<file path="src/rtl/prt_slot_scheduler.sv">
// rtl/prt_slot_scheduler.sv - PRT slot tag allocator, completion-order TX queue and single-issue TX FSM
// Optional PRT_SCHED_STATS_EN adds saturating stat_tx_frames / stat_drops counters.
module prt_slot_scheduler #(
    parameter int PRT_SIZE = 32,
    parameter int CNT_W    = $clog2(PRT_SIZE + 1)
) (
    input  logic             clk,
    input  logic             reset,
    input  logic             alloc_req,
    output logic             alloc_gnt,
    output logic [5:0]       alloc_tag,
    input  logic             rx_done_valid,
    input  logic [5:0]       rx_done_tag,
    input  logic             rx_done_safe,
    input  logic             tx_ready,
    output logic             tx_start,
    output logic [5:0]       tx_tag,
    input  logic             tx_done,
    output logic [CNT_W-1:0] free_count,
    output logic             txq_empty,
    output logic             proto_err
`ifdef PRT_SCHED_STATS_EN
    ,
    output logic [31:0]      stat_tx_frames,
    output logic [31:0]      stat_drops
`endif
);
    localparam int IDX_W = $clog2(PRT_SIZE);

    typedef enum logic [1:0] {IDLE, ISSUE, BUSY} state_t;

    state_t              state;
    logic [PRT_SIZE-1:0] free_map;
    logic [PRT_SIZE-1:0] next_map;
    logic [CNT_W-1:0]    next_cnt;
    logic [5:0]          q_mem [PRT_SIZE];
    logic [IDX_W-1:0]    q_head;
    logic [IDX_W-1:0]    q_tail;
    logic [CNT_W-1:0]    q_cnt;
    logic                rx_in_range;
    logic                rx_legal;
    logic                push;
    logic                drop;
    logic                pop;
    logic                done_ok;

    function automatic logic [IDX_W-1:0] wrap_inc(input logic [IDX_W-1:0] p);
        return (p == IDX_W'(PRT_SIZE - 1)) ? '0 : p + 1'b1;
    endfunction

    // An rx_done is only meaningful for a slot that is currently owned by RX.
    assign rx_in_range = ({1'b0, rx_done_tag} < 7'(PRT_SIZE));
    assign rx_legal    = rx_done_valid && rx_in_range && !free_map[rx_done_tag[IDX_W-1:0]];
    assign push        = rx_legal && rx_done_safe;
    assign drop        = rx_legal && !rx_done_safe;
    assign pop         = (state == ISSUE);
    assign done_ok     = tx_done && (state == BUSY);
    assign alloc_gnt   = alloc_req && (free_count != '0);
    assign txq_empty   = (q_cnt == '0);

    always_comb begin
        alloc_tag = '0;
        for (int i = PRT_SIZE - 1; i >= 0; i--) begin
            if (free_map[i]) alloc_tag = 6'(i);
        end
    end

    // Freed slots land in the bitmap at the edge, so they are never granted in the freeing cycle.
    always_comb begin
        next_map = free_map;
        if (alloc_gnt) next_map[alloc_tag[IDX_W-1:0]] = 1'b0;
        if (drop)      next_map[rx_done_tag[IDX_W-1:0]] = 1'b1;
        if (done_ok)   next_map[tx_tag[IDX_W-1:0]] = 1'b1;
        next_cnt = '0;
        for (int i = 0; i < PRT_SIZE; i++) begin
            next_cnt = next_cnt + CNT_W'(next_map[i]);
        end
    end

    always_ff @(posedge clk) begin
        if (push) q_mem[q_tail] <= rx_done_tag;
    end

    always_ff @(posedge clk) begin
        if (reset) begin
            free_map   <= '1;
            free_count <= CNT_W'(PRT_SIZE);
            q_head     <= '0;
            q_tail     <= '0;
            q_cnt      <= '0;
            state      <= IDLE;
            tx_start   <= 1'b0;
            tx_tag     <= '0;
            proto_err  <= 1'b0;
        end else begin
            free_map   <= next_map;
            free_count <= next_cnt;
            if (push) q_tail <= wrap_inc(q_tail);
            if (pop)  q_head <= wrap_inc(q_head);
            unique case ({push, pop})
                2'b10:   q_cnt <= q_cnt + 1'b1;
                2'b01:   q_cnt <= q_cnt - 1'b1;
                default: ;
            endcase
            if ((rx_done_valid && !rx_legal) || (tx_done && state != BUSY)) proto_err <= 1'b1;
            unique case (state)
                IDLE: begin
                    if (q_cnt != '0 && tx_ready) begin
                        tx_tag   <= q_mem[q_head];
                        tx_start <= 1'b1;
                        state    <= ISSUE;
                    end
                end
                ISSUE: begin
                    tx_start <= 1'b0;
                    state    <= BUSY;
                end
                BUSY: begin
                    if (tx_done) state <= IDLE;
                end
                default: state <= IDLE;
            endcase
        end
    end

`ifdef PRT_SCHED_STATS_EN
    always_ff @(posedge clk) begin
        if (reset) begin
            stat_tx_frames <= '0;
            stat_drops     <= '0;
        end else begin
            if (done_ok && stat_tx_frames != '1) stat_tx_frames <= stat_tx_frames + 1'b1;
            if (drop && stat_drops != '1)        stat_drops     <= stat_drops + 1'b1;
        end
    end
`endif
endmodule

</file>
<file path="config.mk">
export PLATFORM = sky130hd
export DESIGN_NAME = prt_slot_scheduler
export DESIGN_NICKNAME = d
export VERILOG_FILES = /design/src/rtl/prt_slot_scheduler.sv
export SDC_FILE = /design/constraint.sdc
export NUM_CORES = 1
export LEC_CHECK = 0
export ABC_AREA = 0
export BUFFER_PORTS_ARGS = -buffer_cell sky130_fd_sc_hd__buf_2
export CAP_MARGIN = 0
export CORE_AREA = 3 3 181 183
export CTS_CLUSTER_SIZE = 28
export DETAILED_ROUTE_END_ITERATION = 6
export DIE_AREA = 0 0 184 186
export GPL_TIMING_DRIVEN = 0
export SYNTH_ARGS = -nofsm -noshare
export SYNTH_HDL_FRONTEND = slang
export SYNTH_SLANG_ARGS = --single-unit
</file>
<file path="constraint.sdc">
create_clock -name clk -period 9.1 [get_ports clk]
set_input_delay 0.455 -clock clk [delete_from_list [all_inputs] [get_ports clk]]
set_output_delay 0.455 -clock clk [all_outputs]
set_load 0.02 [all_outputs]
</file>
==> flow_metrics.py <==
metrics = {
    "placed_design": {
        "gp_congestion": 1.01,
        "dp_slack_ns": 1.22,
        "io_buffers": 32,
        "dp_hpwl_um": 23200,
    },
    "timing": {
        "tightest_slew_ns": 1.45,
        "fin_ws_ns": 1.18,
        "fin_tns_setup_ns": 0,
        "max_freq_ghz": 0.126,
        "finalHoldViolations": 0,
        "setup_viol": 0,
        "rsz0062_at_grt": "false",
        "period_needed_ns": 7.92,
        "period_share_pct": 87.0,
        "slew_headroom_pct": 2.26,
        "drv_slew": 0,
        "skew_ns": 0.0128,
    },
    "logic_synthesis": {
        "synth_ff_type": "edfxtp_1",
        "synth.area.top_cells": "edfxtp_1 46%, mux4_2 11%, dfxtp_1 10%",
        "syn-cell-area_um2": 12400,
        "seq_area_frac_synth_pct": 56.8,
        "synth_nets": 992,
        "yosysUniqueCellTypes": 63,
        "syn_area_per_cell_um2": 13.3,
        "synthCells": 935,
        "synth_edf_count": 192,
        "synth.largest_area_cell": "edfxtp_1",
        "synth-seq-cells": 256,
        "yosysWarnings": 0,
        "synth-async-reset-ratio_pct": 0,
        "synth_top_area_share_pct": 46.5,
    },
    "global_routing": {
        "grt_util_met3_pct": 3.21,
        "met2_usage_pct": 29.6,
        "use_met1_pct": 27.5,
        "grt_pass1_wl_um": 49700,
        "grt_max_degree": 38,
        "overflow": 0,
        "grt.busiest_layer": "met2",
        "first_global_vias": 8128,
        "grtUsageTotal_pct": 19.0,
        "antenna_found_initial": 0,
    },
    "worst_setup_path": {
        "r2r_slack_ns": 1.18,
        "cp_num_buf_inv": 4,
        "cp-end-kind": "flip-flop",
        "critPathSlowestCell": "o31ai_1",
        "crit_arrival_ns": 8.32,
        "critPathLaunchType": "flip-flop",
        "worstPathMaxFanout": 10,
        "worstPathCellList": "or4_1 > o31ai_1 > a21oi_1 > o41ai_1 > clkbuf_1 > or2_1 > o21a_1 > nor2_1 > fa_1 > inv_1 > fa_1 > inv_1 > fa_1 > fa_1 > fa_1 > fa_1 > inv_1 > ha_1 > fa_1 > a21o_1 > a21oi_1 > xor2_1 > nor2_1",
        "crit_top_cell": "fa_1",
        "criticalPathCategory": "flip-flop to flip-flop",
        "cp_slowest_stage_delay_ns": 1.15,
        "critPathTopFamily": "adder cells",
        "crit_required_ns": 9.50,
    },
    "clock_network": {
        "clk_latency_ns": 0.54,
        "postCtsSetupBuffers": 0,
        "cts_buffer_depth": 3,
        "cts_sinks": 256,
        "cts-htree-levels": 1,
        "cts-root-buf": "clkbuf_16",
        "cts_buffers": 28,
        "post_cts_resized": 0,
        "cts_tree": "done",
        "path_clk_slew_ns": 0.06,
        "ctsHoldBuffers": 0,
    },
    "power": {
        "ir_drop_uv": 158,
        "power.leakage_nw": 4.52,
        "powerDensity_nw_per_um2": 185,
    },
    "floorplanning": {
        "die_y_um": 186,
        "row_count": 65,
        "die_x_um": 184,
        "initial_core_util_pct": 39.5,
        "io_pins": 35,
        "dieArea_um2": 34200,
        "core_area_um2": 31400,
    },
    "final_layout": {
        "fill_cells": 2880,
        "drive_gt1_share_pct": 15.6,
        "antenna_cells": 0,
        "nets": 1054,
        "area_growth_pct": 12.8,
    },
    "run_status": {
        "status": "finished, final reports clean",
    },
    "drt": {
        "first_pass_iters": 5,
        "wl_per_cell_um": 22.7,
        "drc_errors": 0,
        "routed_wl_um": 32200,
        "via_per_inst": 5.73,
        "vias": 8146,
        "drt_iter0_drc": 806,
        "ant_nets": 0,
    },
    "worst_hold_path": {
        "hold_path.class": "input port to flip-flop",
    },
    "run": {
        "max_cap_viol_count": 0,
    },
}
-- stage by stage --
step           cells  util [%]  instance area (um^2)  total power [W]  hold slack, ns
2_1_floorplan    935         -                 12400          0.00141           0.486
4_1_cts         1421      44.6                 14000          0.00260           0.182
6_report        1421      44.6                 14000          0.00258           0.208
3_3_place_gp    1369      41.6                 13100          0.00147           0.477
3_5_place_dp    1369      41.6                 13100          0.00147           0.477
5_1_grt         1421      44.6                 14000          0.00268           0.196
-- cells in the final DEF (no fill, tap or decap), types with 13 or more instances in the layout --
master     count
ha_1          19
clkbuf_1      33
mux2i_1       18
a21oi_1       30
nor2b_1       20
o21ai_0       20
mux4_2        63
buf_2         44
nand2b_1      23
dfxtp_1       64
nor2_1        99
fa_1          25
edfxtp_1     192
nor4_1        13
inv_1         46
nand3_1       19
clkbuf_16     28
or3_1         18
nand2_1       52
-- kinds of logic after synthesis --
kind of cell | synth area share [%]
simple gates | 12.2
flops | 56.8
compound gates | 8.45
buf+inv | 3.05
mux | 13.0
fa+ha+maj | 5.95
xor+xnor | 0.494
other cells | 0.0302
-- flip-flops by register name, indices dropped and copies added, names as in the netlist --
name        cells
q_mem         192
free_map       32
tx_start        1
proto_err       1
tx_tag          6
q_head          5
q_tail          5
state           2
q_cnt           6
free_count      6
-- power breakdown --
group	internal (W)	switching, W	leakage [nW]
Sequential	0.00127	0.0000104	2.24
Clock	0.000676	0.000459	0.444
Combinational	0.0000606	0.000112	1.83
Total	0.00200	0.000581	4.52
-- per-layer routing --
layer | vias up | part of all wire [%]
met5 | - | 0
met4 | 0 | 3.4
met3 | 64 | 7.1
met2 | 336 | 45
met1 | 4044 | 44
li1 | 3702 | -
-- worst register-to-register path, stage by stage (launching register included) --
cell	delay (ns)
dfxtp_1	0.31
or4_1	0.52
o31ai_1	1.15
a21oi_1	0.08
o41ai_1	0.19
clkbuf_1	0.55
or2_1	0.31
o21a_1	0.18
nor2_1	0.06
fa_1	0.63
inv_1	0.07
fa_1	0.48
inv_1	0.05
fa_1	0.46
fa_1	0.56
fa_1	0.44
fa_1	0.49
inv_1	0.04
ha_1	0.22
fa_1	0.41
a21o_1	0.20
a21oi_1	0.16
xor2_1	0.17
nor2_1	0.05
-- Yosys cell counts, types with 5 or more instances --
cell type	number
or3b_2	5
o211ai_1	10
dfxtp_1	64
nand2b_1	23
and2_1	5
buf_2	12
o21ai_0	20
clkbuf_1	30
nor4_1	13
nand2_1	52
nor4b_1	5
o22ai_1	12
nand3b_1	7
ha_1	19
nand4_1	5
buf_1	5
o221ai_1	7
o31ai_1	7
edfxtp_1	192
nand3_1	19
or3_1	18
inv_1	46
or4_1	7
nor2_1	99
mux2i_1	18
a211oi_1	9
o21a_1	12
nor2b_1	20
a21oi_1	30
fa_1	25
mux4_2	63
nor3_1	10
-- area by class of cell --
| type | instances | area [um^2] | area share [%] |
|---|---|---|---|
| tap | 402 | 503 | 3.59 |
| inverter | 47 | 179 | 1.28 |
| clock buffer | 31 | 712 | 5.09 |
| buffer | 48 | 199 | 1.42 |
| clock inverter | 21 | 216 | 1.55 |
| sequential | 256 | 7050 | 50.4 |
| timing repair buffer | 32 | 160 | 1.14 |
| multi-input combinational | 584 | 4980 | 35.6 |
-- path summary, 6_finish.rpt --
kind | to | startpoint | cells after the start
max | free_count[4]$_SDFF_PP0_ | free_count[1]$_SDFF_PP0_ | 23
min | proto_err$_SDFFE_PP0P_ | rx_done_valid | 3
max reg2reg | free_count[4]$_SDFF_PP0_ | free_count[1]$_SDFF_PP0_ | 23
min reg2reg | proto_err$_SDFFE_PP0P_ | proto_err$_SDFFE_PP0P_ | 2
Power figures use the tool's default switching activity.
